## src/rtl/cc_waypoint_sequencer.sv

```systemverilog
// Waypoint sequencer: steps the 3-bit coordinate-mux select through 0..count, waiting for arrival and dwelling.
// Optional feature macro: CC_WAYPOINTSEQ_LOOP_EN (wrap to waypoint 0 instead of finishing).
module cc_waypoint_sequencer #(
    parameter int DWELL_WIDTH = 16
) (
    input  logic                   CC_WAYPOINTSEQ_CLOCK_50,
    input  logic                   CC_WAYPOINTSEQ_RESET_InHigh,
    input  logic                   CC_WAYPOINTSEQ_start_In,
    input  logic                   CC_WAYPOINTSEQ_abort_In,
    input  logic [2:0]             CC_WAYPOINTSEQ_count_InBus,
    input  logic [DWELL_WIDTH-1:0] CC_WAYPOINTSEQ_dwell_InBus,
    input  logic                   CC_WAYPOINTSEQ_arrived_In,
    output logic [2:0]             CC_WAYPOINTSEQ_select_OutBus,
    output logic                   CC_WAYPOINTSEQ_valid_Out,
    output logic                   CC_WAYPOINTSEQ_busy_Out,
    output logic                   CC_WAYPOINTSEQ_done_Out
);

    typedef enum logic [2:0] {IDLE, SETTLE, TRACK, DWELL, DONE} state_t;

    state_t                 state, stateNext;
    logic [2:0]             selectNext;
    logic [2:0]             countReg, countNext;
    logic [DWELL_WIDTH-1:0] dwellReg, dwellNext;
    logic [DWELL_WIDTH-1:0] dwellCnt, dwellCntNext;
    logic                   advance;
    logic                   validNext, busyNext, doneNext;

    always_ff @(posedge CC_WAYPOINTSEQ_CLOCK_50 or posedge CC_WAYPOINTSEQ_RESET_InHigh) begin
        if (CC_WAYPOINTSEQ_RESET_InHigh) begin
            state                        <= IDLE;
            CC_WAYPOINTSEQ_select_OutBus <= '0;
            countReg                     <= '0;
            dwellReg                     <= '0;
            dwellCnt                     <= '0;
            CC_WAYPOINTSEQ_valid_Out     <= 1'b0;
            CC_WAYPOINTSEQ_busy_Out      <= 1'b0;
            CC_WAYPOINTSEQ_done_Out      <= 1'b0;
        end else begin
            state                        <= stateNext;
            CC_WAYPOINTSEQ_select_OutBus <= selectNext;
            countReg                     <= countNext;
            dwellReg                     <= dwellNext;
            dwellCnt                     <= dwellCntNext;
            CC_WAYPOINTSEQ_valid_Out     <= validNext;
            CC_WAYPOINTSEQ_busy_Out      <= busyNext;
            CC_WAYPOINTSEQ_done_Out      <= doneNext;
        end
    end

    always_comb begin
        stateNext    = state;
        selectNext   = CC_WAYPOINTSEQ_select_OutBus;
        countNext    = countReg;
        dwellNext    = dwellReg;
        dwellCntNext = dwellCnt;
        advance      = 1'b0;

        case (state)
            IDLE: begin
                if (CC_WAYPOINTSEQ_start_In) begin
                    stateNext  = SETTLE;
                    selectNext = '0;
                    countNext  = CC_WAYPOINTSEQ_count_InBus;
                    dwellNext  = CC_WAYPOINTSEQ_dwell_InBus;
                end
            end
            SETTLE: stateNext = TRACK;
            TRACK: begin
                if (CC_WAYPOINTSEQ_arrived_In) begin
                    if (dwellReg != '0) begin
                        stateNext    = DWELL;
                        dwellCntNext = dwellReg;
                    end else begin
                        advance = 1'b1;
                    end
                end
            end
            DWELL: begin
                // Counter enters at dwell and leaves on 1, giving exactly dwell cycles here.
                dwellCntNext = dwellCnt - DWELL_WIDTH'(1);
                if (dwellCnt == DWELL_WIDTH'(1)) advance = 1'b1;
            end
            DONE: stateNext = IDLE;
            default: stateNext = IDLE;
        endcase

        if (advance) begin
            if (CC_WAYPOINTSEQ_select_OutBus < countReg) begin
                selectNext = CC_WAYPOINTSEQ_select_OutBus + 3'd1;
                stateNext  = SETTLE;
            end else begin
`ifdef CC_WAYPOINTSEQ_LOOP_EN
                selectNext = '0;
                stateNext  = SETTLE;
`else
                stateNext  = DONE;
`endif
            end
        end

        // Abort overrides arrival and dwell expiry; select keeps the current waypoint.
        if (CC_WAYPOINTSEQ_abort_In && state != IDLE) begin
            stateNext  = IDLE;
            selectNext = CC_WAYPOINTSEQ_select_OutBus;
        end

        validNext = (stateNext == TRACK);
        busyNext  = (stateNext == SETTLE) || (stateNext == TRACK) || (stateNext == DWELL);
        doneNext  = (stateNext == DONE);
    end

endmodule

```

## config.mk

```make
export PLATFORM = sky130hd
export DESIGN_NAME = cc_waypoint_sequencer
export DESIGN_NICKNAME = d
export VERILOG_FILES = /design/src/rtl/cc_waypoint_sequencer.sv
export SDC_FILE = /design/constraint.sdc
export NUM_CORES = 1
export LEC_CHECK = 0
export CAP_MARGIN = 15
export CORE_AREA = 2 2 79 96
export CTS_BUF_LIST = sky130_fd_sc_hd__clkbuf_16
export CTS_CLUSTER_DIAMETER = 200
export DETAILED_ROUTE_END_ITERATION = 10
export DIE_AREA = 0 0 81 98
export GPL_TIMING_DRIVEN = 0
export PLACE_DENSITY_LB_ADDON = 0.2
export SKIP_LAST_GASP = 1
export SYNTH_ARGS = -nofsm -noshare
export SYNTH_HDL_FRONTEND = slang
export SYNTH_SLANG_ARGS = --single-unit
```

## constraint.sdc

```tcl
create_clock -name CC_WAYPOINTSEQ_CLOCK_50 -period 5.2 [get_ports CC_WAYPOINTSEQ_CLOCK_50]
set_input_delay 0.78 -clock CC_WAYPOINTSEQ_CLOCK_50 [delete_from_list [all_inputs] [get_ports CC_WAYPOINTSEQ_CLOCK_50]]
set_output_delay 0.78 -clock CC_WAYPOINTSEQ_CLOCK_50 [all_outputs]
set_load 0.05 [all_outputs]
```

==> results of run 1 <==
==> routing by layer <==
| layer | vias to the layer above | track usage | routed length (um) |
|---|---|---|---|
| met2 | 54 | 0.2511 | 2720 |
| met1 | 954 | 0.2219 | 2684 |
| met3 | 12 | 0.02773 | 228 |
| li1 | 1005 | - | - |
| met5 | - | 0 | 0 |
| met4 | 0 | 0.06519 | 142 |
==> flip-flops by register name, indices dropped and copies added, names as in the netlist <==
| name | flops |
|---|---|
| CC_WAYPOINTSEQ_busy_Out | 1 |
| CC_WAYPOINTSEQ_done_Out | 1 |
| state | 3 |
| CC_WAYPOINTSEQ_valid_Out | 1 |
| CC_WAYPOINTSEQ_select_OutBus | 3 |
| countReg | 3 |
| dwellCnt | 16 |
| dwellReg | 16 |
==> final timing paths <==
| check | slack (ns) | endpoint | cells after the start |
|---|---|---|---|
| min reg2reg | 0.48 | countReg[0] | 2 |
| min | 0.48 | countReg[0] | 2 |
| max reg2reg | 3.26 | dwellCnt[14] | 7 |
| min in group asynchronous | 0.69 | countReg[0] | 2 |
| max in group asynchronous | 4.09 | CC_WAYPOINTSEQ_done_Out | 3 |
| max | 2.90 | CC_WAYPOINTSEQ_select_OutBus[0] | 1 |
==> power breakdown <==
group / total [mW] / internal (mW) / switching [mW]
Clock: 0.456 / 0.324 / 0.132
Sequential: 0.583 / 0.453 / 0.129
Combinational: 0.371 / 0.159 / 0.212
==> final cells by class <==
| type | instances | area share |
|---|---|---|
| plain buffers | 11 | 0.02249 |
| clock buffers | 5 | 0.04165 |
| clock inverters | 3 | 0.02999 |
| inverters | 8 | 0.009996 |
| multi-input cells | 203 | 0.3886 |
| flip-flops and latches | 44 | 0.3665 |
| well taps | 90 | 0.03748 |
| repair buffers | 30 | 0.1033 |
==> cells by family (layout without fill, tap and decap cells) <==
group                      count (synthesis)  after routing  share of synthesized area
AOI/OAI and AO/OA                         65             65                     0.1877
muxes                                      1              1                   0.004231
DFF                                       44             44                     0.4654
adders and majority gates                  5              5                    0.02644
buffers and inverters                     19             57                    0.04125
and+or+nand+nor                          132            132                     0.2750
==> cells in the mapped netlist, types with 2 or more instances <==
| master | number |
|---|---|
| buf_6 | 3 |
| buf_2 | 3 |
| nor2b_1 | 5 |
| and2_1 | 2 |
| nor2_1 | 17 |
| dfrtp_1 | 44 |
| o211ai_1 | 2 |
| ha_1 | 5 |
| o32ai_1 | 2 |
| nand2_1 | 72 |
| nor3_1 | 10 |
| a211oi_1 | 2 |
| a21oi_1 | 19 |
| nand3_1 | 7 |
| nor4_1 | 3 |
| a21o_1 | 2 |
| clkbuf_1 | 5 |
| o2bb2ai_1 | 3 |
| nor4_4 | 2 |
| nor4_2 | 2 |
| o21ai_0 | 22 |
| inv_1 | 8 |
==> per-stage QoR <==
step	power, mW	hold slack (ns)	area [sq um]	instances
6_report	1.410	0.4837	3004	394
3_3_place_gp	0.9430	0.4690	2769	385
4_1_cts	1.419	0.4881	3004	394
2_1_floorplan	0.8280	0.4467	2366	266
3_5_place_dp	0.9561	0.4707	2789	386
5_1_grt	1.499	0.5122	3004	394
==> flow_summary.json, run 1 <==
{
  "critPathKind": "reg -> out",
  "cts_tree": "built",
  "holdCritPathClass": "reg -> reg",
  "antenna_found_initial": 0,
  "hold_start": "countReg[0]",
  "syn_area_sq_um": 2366,
  "die_area_sq_um": 7938,
  "synth_top_area_cell": "dfrtp_1",
  "n_fill_cell": 722,
  "register_area_sq_um": 1101,
  "synth.distinct_cells": 48,
  "synth_top_area_share": 0.4654,
  "drc": 0,
  "status": "finished clean",
  "vias_per_cell": 5.140,
  "dr.pass1.iters": 4,
  "finalCritPeriodShare": 0.4419,
  "required_ns": 4.42,
  "crit_chain": "clkdlybuf4s50_1",
  "p_per_area_nw_per_um2": 469.2,
  "drv_cap": 0,
  "synthToLayoutAreaGrowth_pct": 26.97,
  "slew-limit-headroom": 0.6621,
  "numCtsBuffers": 5,
  "ant_nets": 0,
  "setup_viol": 0,
  "die_w_um": 81,
  "postSynthCellCount": 266,
  "p_leak_nw": 1.273,
  "synth_edf_count": 0,
  "cp-start-kind": "flip-flop",
  "yosysWarnings": 0,
  "cp_max_fo": 5,
  "drt_first_iter_violations": 97,
  "utilization": 0.4254,
  "wl_per_cell_um": 14.66,
  "portBuffers": 29,
  "synth_area_leaders": "dfrtp_1 (47%), nand2_1 (11%), o21ai_0 (4.7%)",
  "critPathTopFamily": "buffers and inverters",
  "cp_data_arrival_time_ns": 1.52,
  "setup_slack_ns": 2.902,
  "worst_pin_slew_ns": 0.5022,
  "grt_pass1_vias": 2066,
  "placeableCoreArea_sq_um": 7062,
  "cts_resized": 0,
  "diodes": 0,
  "rsz0062_at_grt": "false",
  "crit_buf_inv": 1,
  "layout_common_cells": "nand2_1 (72), dfrtp_1 (44), clkdlybuf4s50_1 (29), o21ai_0 (22), a21oi_1 (19)",
  "track_usage": 0.1615,
  "grt_max_degree": 41,
  "rr_startpoint": "dwellCnt[0]",
  "crit_slowest_cell": "clkdlybuf4s50_1",
  "startpoint": "CC_WAYPOINTSEQ_select_OutBus[0]",
  "hold_violations": 0,
  "cts.path.max_buffers": 2,
  "grt_pass1_wl_mm": 10.06,
  "avgSynthCellArea_sq_um": 8.895,
  "vias": 2025,
  "top_level_ports": 30,
  "fin_worst_skew_ns": 0.005643,
  "htreeDepth": 2,
  "synth_flop_cell": "dfrtp_1",
  "clock-sinks": 44,
  "synth-seq-area-share": 0.4654,
  "post-cts-setup-buffer-count": 0,
  "multi_input_area_sq_um": 1167,
  "die_h_um": 98,
  "setup-tns-final_ns": 0,
  "place_worst_setup_slack_ns": 2.875,
  "crit_path_end_kind": "output pin",
  "dp_hpwl_mm": 4.187,
  "ir_worst_vdd_uv": 154.3,
  "cts-root-buf": "clkbuf_16",
  "post-route-min-period_ns": 2.298,
  "drive_gt1_frac": 0.09539,
  "gp_congestion": 0.7859,
  "clock.fmax_mhz": 435.2,
  "nets": 332,
  "clk_pin_slew_ns": 0.06,
  "final_common_cell": "nand2_1",
  "overflow": 0,
  "report.final.slew_viol_count": 0,
  "ys_ff_latch": 44,
  "critPathMaxStageDelay_ns": 0.83,
  "synthesis.nets": 295,
  "drt-total-wl_mm": 5.775,
  "async_flop_share": 1.000,
  "start_util": 0.3350,
  "rows": 34,
  "clk_latency_ns": 0.28,
  "cts_hold_buf": 0
}
Power figures use the tool's default switching activity.
==> run 2: changes to the inputs <==
- clock period: 5.2 -> 2.2 ns (I/O delays scaled with it)
==> results of run 2 <==
The final DEF is identical to that of run 1. Status: finished clean.
Among the figures that moved: setup slack after placement 2.875 ns -> 0.2789 ns; setup slack after layout 2.902 ns -> 0.2620 ns; hold slack 0.4837 ns -> 0.2438 ns; start point of the critical path CC_WAYPOINTSEQ_select_OutBus[0] -> dwellCnt[0]; end point of the critical path CC_WAYPOINTSEQ_select_OutBus[0] -> dwellCnt[14]; register-to-register setup slack 3.26 ns -> 0.26 ns; total power 1.410 mW -> 3.332 mW; worst IR drop on VDD 154.3 uV -> 364.8 uV
==> run 3: changes to the inputs <==
--- a/config.mk
+++ b/config.mk
@@ -9,7 +9,8 @@
 export CORE_AREA = 2 2 79 96
 export CTS_BUF_LIST = sky130_fd_sc_hd__clkbuf_16
-export CTS_CLUSTER_DIAMETER = 200
+export CTS_CLUSTER_DIAMETER = 150
 export DETAILED_ROUTE_END_ITERATION = 10
 export DIE_AREA = 0 0 81 98
+export DONT_BUFFER_PORTS = 1
 export GPL_TIMING_DRIVEN = 0
 export PLACE_DENSITY_LB_ADDON = 0.2
==> constraint.sdc (replaced) <==
create_clock -name CC_WAYPOINTSEQ_CLOCK_50 -period 2.2 [get_ports CC_WAYPOINTSEQ_CLOCK_50]
set_input_delay 0.55 -clock CC_WAYPOINTSEQ_CLOCK_50 [delete_from_list [all_inputs] [get_ports CC_WAYPOINTSEQ_CLOCK_50]]
set_output_delay 0.55 -clock CC_WAYPOINTSEQ_CLOCK_50 [all_outputs]
set_load 0.05 [all_outputs]
==> flow_summary.json, run 3 (synthesis results as in run 1) <==
{
  "status": "finished clean",
  "rows": 34,
  "overflow": 0,
  "dr.pass1.iters": 4,
  "final_area_sq_um": 2714,
  "report.final.slew_viol_count": 0,
  "drt_first_iter_violations": 129,
  "holdCritPathClass": "in -> async",
  "top_usage_layer": "met2",
  "switching_share": 0.3391,
  "switchingPower_mw": 1.111,
  "dpl-instance-area_sq_um": 2499,
  "grt_pass1_vias": 2018,
  "drv_cap": 0,
  "grtUsageMet3": 0.03050,
  "cts_resized": 0,
  "post-cts-setup-buffer-count": 0,
  "rr_startpoint": "CC_WAYPOINTSEQ_select_OutBus[1]",
  "intPower_mw": 2.166,
  "clock-sinks": 44,
  "drc": 0,
  "n_fill_cell": 755,
  "required_ns": 2.40,
  "final_common_cell": "nand2_1",
  "fin_worst_skew_ns": 0.006535,
  "critPathMaxStageDelay_ns": 0.68,
  "nets": 303,
  "power_frac_comb": 0.242,
  "rsz0062_at_grt": "false",
  "clockPowerShare": 0.331,
  "clk_pin_slew_ns": 0.07,
  "utilization": 0.3843,
  "cts-root-buf": "clkbuf_16",
  "drt-total-wl_mm": 5.811,
  "critPathKind": "reg -> reg",
  "met1_usage": 0.2152,
  "layout_common_cells": "nand2_1 (72), dfrtp_1 (44), o21ai_0 (22), a21oi_1 (19), nor2_1 (17)",
  "drive_gt1_frac": 0.1055,
  "clk_latency_ns": 0.29,
  "setup_viol": 0,
  "wl_per_cell_um": 15.92,
  "r2r_end": "CC_WAYPOINTSEQ_select_OutBus[0]",
  "grt_pass1_wl_mm": 10.05,
  "portBuffers": 0,
  "placeableCoreArea_sq_um": 7062,
  "place_worst_setup_slack_ns": 0.1502,
  "ant_nets": 0,
  "p_leak_nw": 1.162,
  "rrSetupSlack_ns": 0.16,
  "crit_path_end_kind": "flip-flop",
  "crit_slowest_cell": "dfrtp_1",
  "cts_tree": "built",
  "die_h_um": 98,
  "htreeDepth": 2,
  "vias": 1913,
  "top_level_ports": 30,
  "largestRegisters": "dwellCnt (16), dwellReg (16)",
  "setup_slack_ns": 0.1580,
  "dp_hpwl_mm": 4.245,
  "cts.path.max_buffers": 2,
  "cp_data_arrival_time_ns": 2.25,
  "cts_hold_buf": 0,
  "clock.fmax_mhz": 489.7,
  "p_seq_frac": 0.427,
  "fin_hold_ws_ns": 0.1039,
  "track_usage": 0.1633,
  "finalCritPeriodShare": 0.9282,
  "use_met2": 0.2664,
  "slew-limit-headroom": 0.6112,
  "ir_worst_vdd_uv": 534.7,
  "post-route-min-period_ns": 2.042,
  "cp-start-kind": "flip-flop",
  "die_w_um": 81,
  "diodes": 0,
  "antenna_found_initial": 0,
  "setup-tns-final_ns": 0,
  "start_util": 0.3350,
  "r2r.worst_path.cells": 5,
  "hold_violations": 0,
  "numCtsBuffers": 5,
  "register_area_sq_um": 1101,
  "gp_congestion": 0.8561,
  "cp_max_fo": 4,
  "vias_per_cell": 5.241,
  "multi_input_area_sq_um": 1167,
  "p_per_area_nw_per_um2": 1208,
  "die_area_sq_um": 7938,
  "worst_pin_slew_ns": 0.5779,
  "grt_max_degree": 32,
  "synthToLayoutAreaGrowth_pct": 14.70,
  "crit_chain": "ha_1 -> a21o_1 -> a211oi_1 -> and2_4 -> mux2i_1"
}
==> run 3: power groups by stage <==
stage,clock network [mW],registers (mW),logic (mW)
after floorplan,0,1.31,0.644
after global placement,0,1.40,0.777
after detailed placement,0,1.41,0.800
after CTS,1.10,1.39,0.805
after global routing,1.13,1.44,0.928
final,1.09,1.40,0.792
==> run 3: worst max-delay path by stage <==
stage / startpoint / to / slack, ns
after floorplan: CC_WAYPOINTSEQ_select_OutBus[1] / CC_WAYPOINTSEQ_select_OutBus[0] / 0.31
after global placement: CC_WAYPOINTSEQ_RESET_InHigh / dwellReg[8] / 0.03
after detailed placement: CC_WAYPOINTSEQ_select_OutBus[1] / CC_WAYPOINTSEQ_select_OutBus[0] / 0.15
after CTS: CC_WAYPOINTSEQ_select_OutBus[1] / CC_WAYPOINTSEQ_select_OutBus[0] / 0.14
after global routing: CC_WAYPOINTSEQ_select_OutBus[1] / CC_WAYPOINTSEQ_select_OutBus[0] / 0.03
final: CC_WAYPOINTSEQ_select_OutBus[1] / CC_WAYPOINTSEQ_select_OutBus[0] / 0.16
==> run 3: area by class of cell <==
| class | instances | share of cell area |
|---|---|---|
| Buffer | 11 | 0.02490 |
| Inverter | 8 | 0.01107 |
| Multi-Input combinational cell | 203 | 0.4302 |
| Clock buffer | 5 | 0.04610 |
| Sequential cell | 44 | 0.4057 |
| Clock inverter | 3 | 0.03320 |
| Tap cell | 90 | 0.04149 |
| Timing Repair Buffer | 1 | 0.007377 |
==> run 3: routing by layer <==
layer | share of wire | routed length (um)
met1 | 0.44 | 2584
met3 | 0.037 | 215
met5 | 0 | 0
met4 | 0.020 | 118
met2 | 0.50 | 2892
==> run 3: worst max-delay path, delay by kind of cell, from the launching register on <==
family	cells	cell delay, ns
AO/OA/AOI/OAI	2	0.56
adder cells (fa/ha/maj)	1	0.32
flip-flops	1	0.68
multiplexers	1	0.17
AND/OR/NAND/NOR	1	0.24
==> run 3: metrics by stage <==
| stage | cells | total power, mW |
|---|---|---|
| after global placement | 356 | 2.180 |
| final | 365 | 3.277 |
| after global routing | 365 | 3.499 |
| after CTS | 365 | 3.301 |
| after detailed placement | 357 | 2.207 |
| after floorplan | 266 | 1.957 |
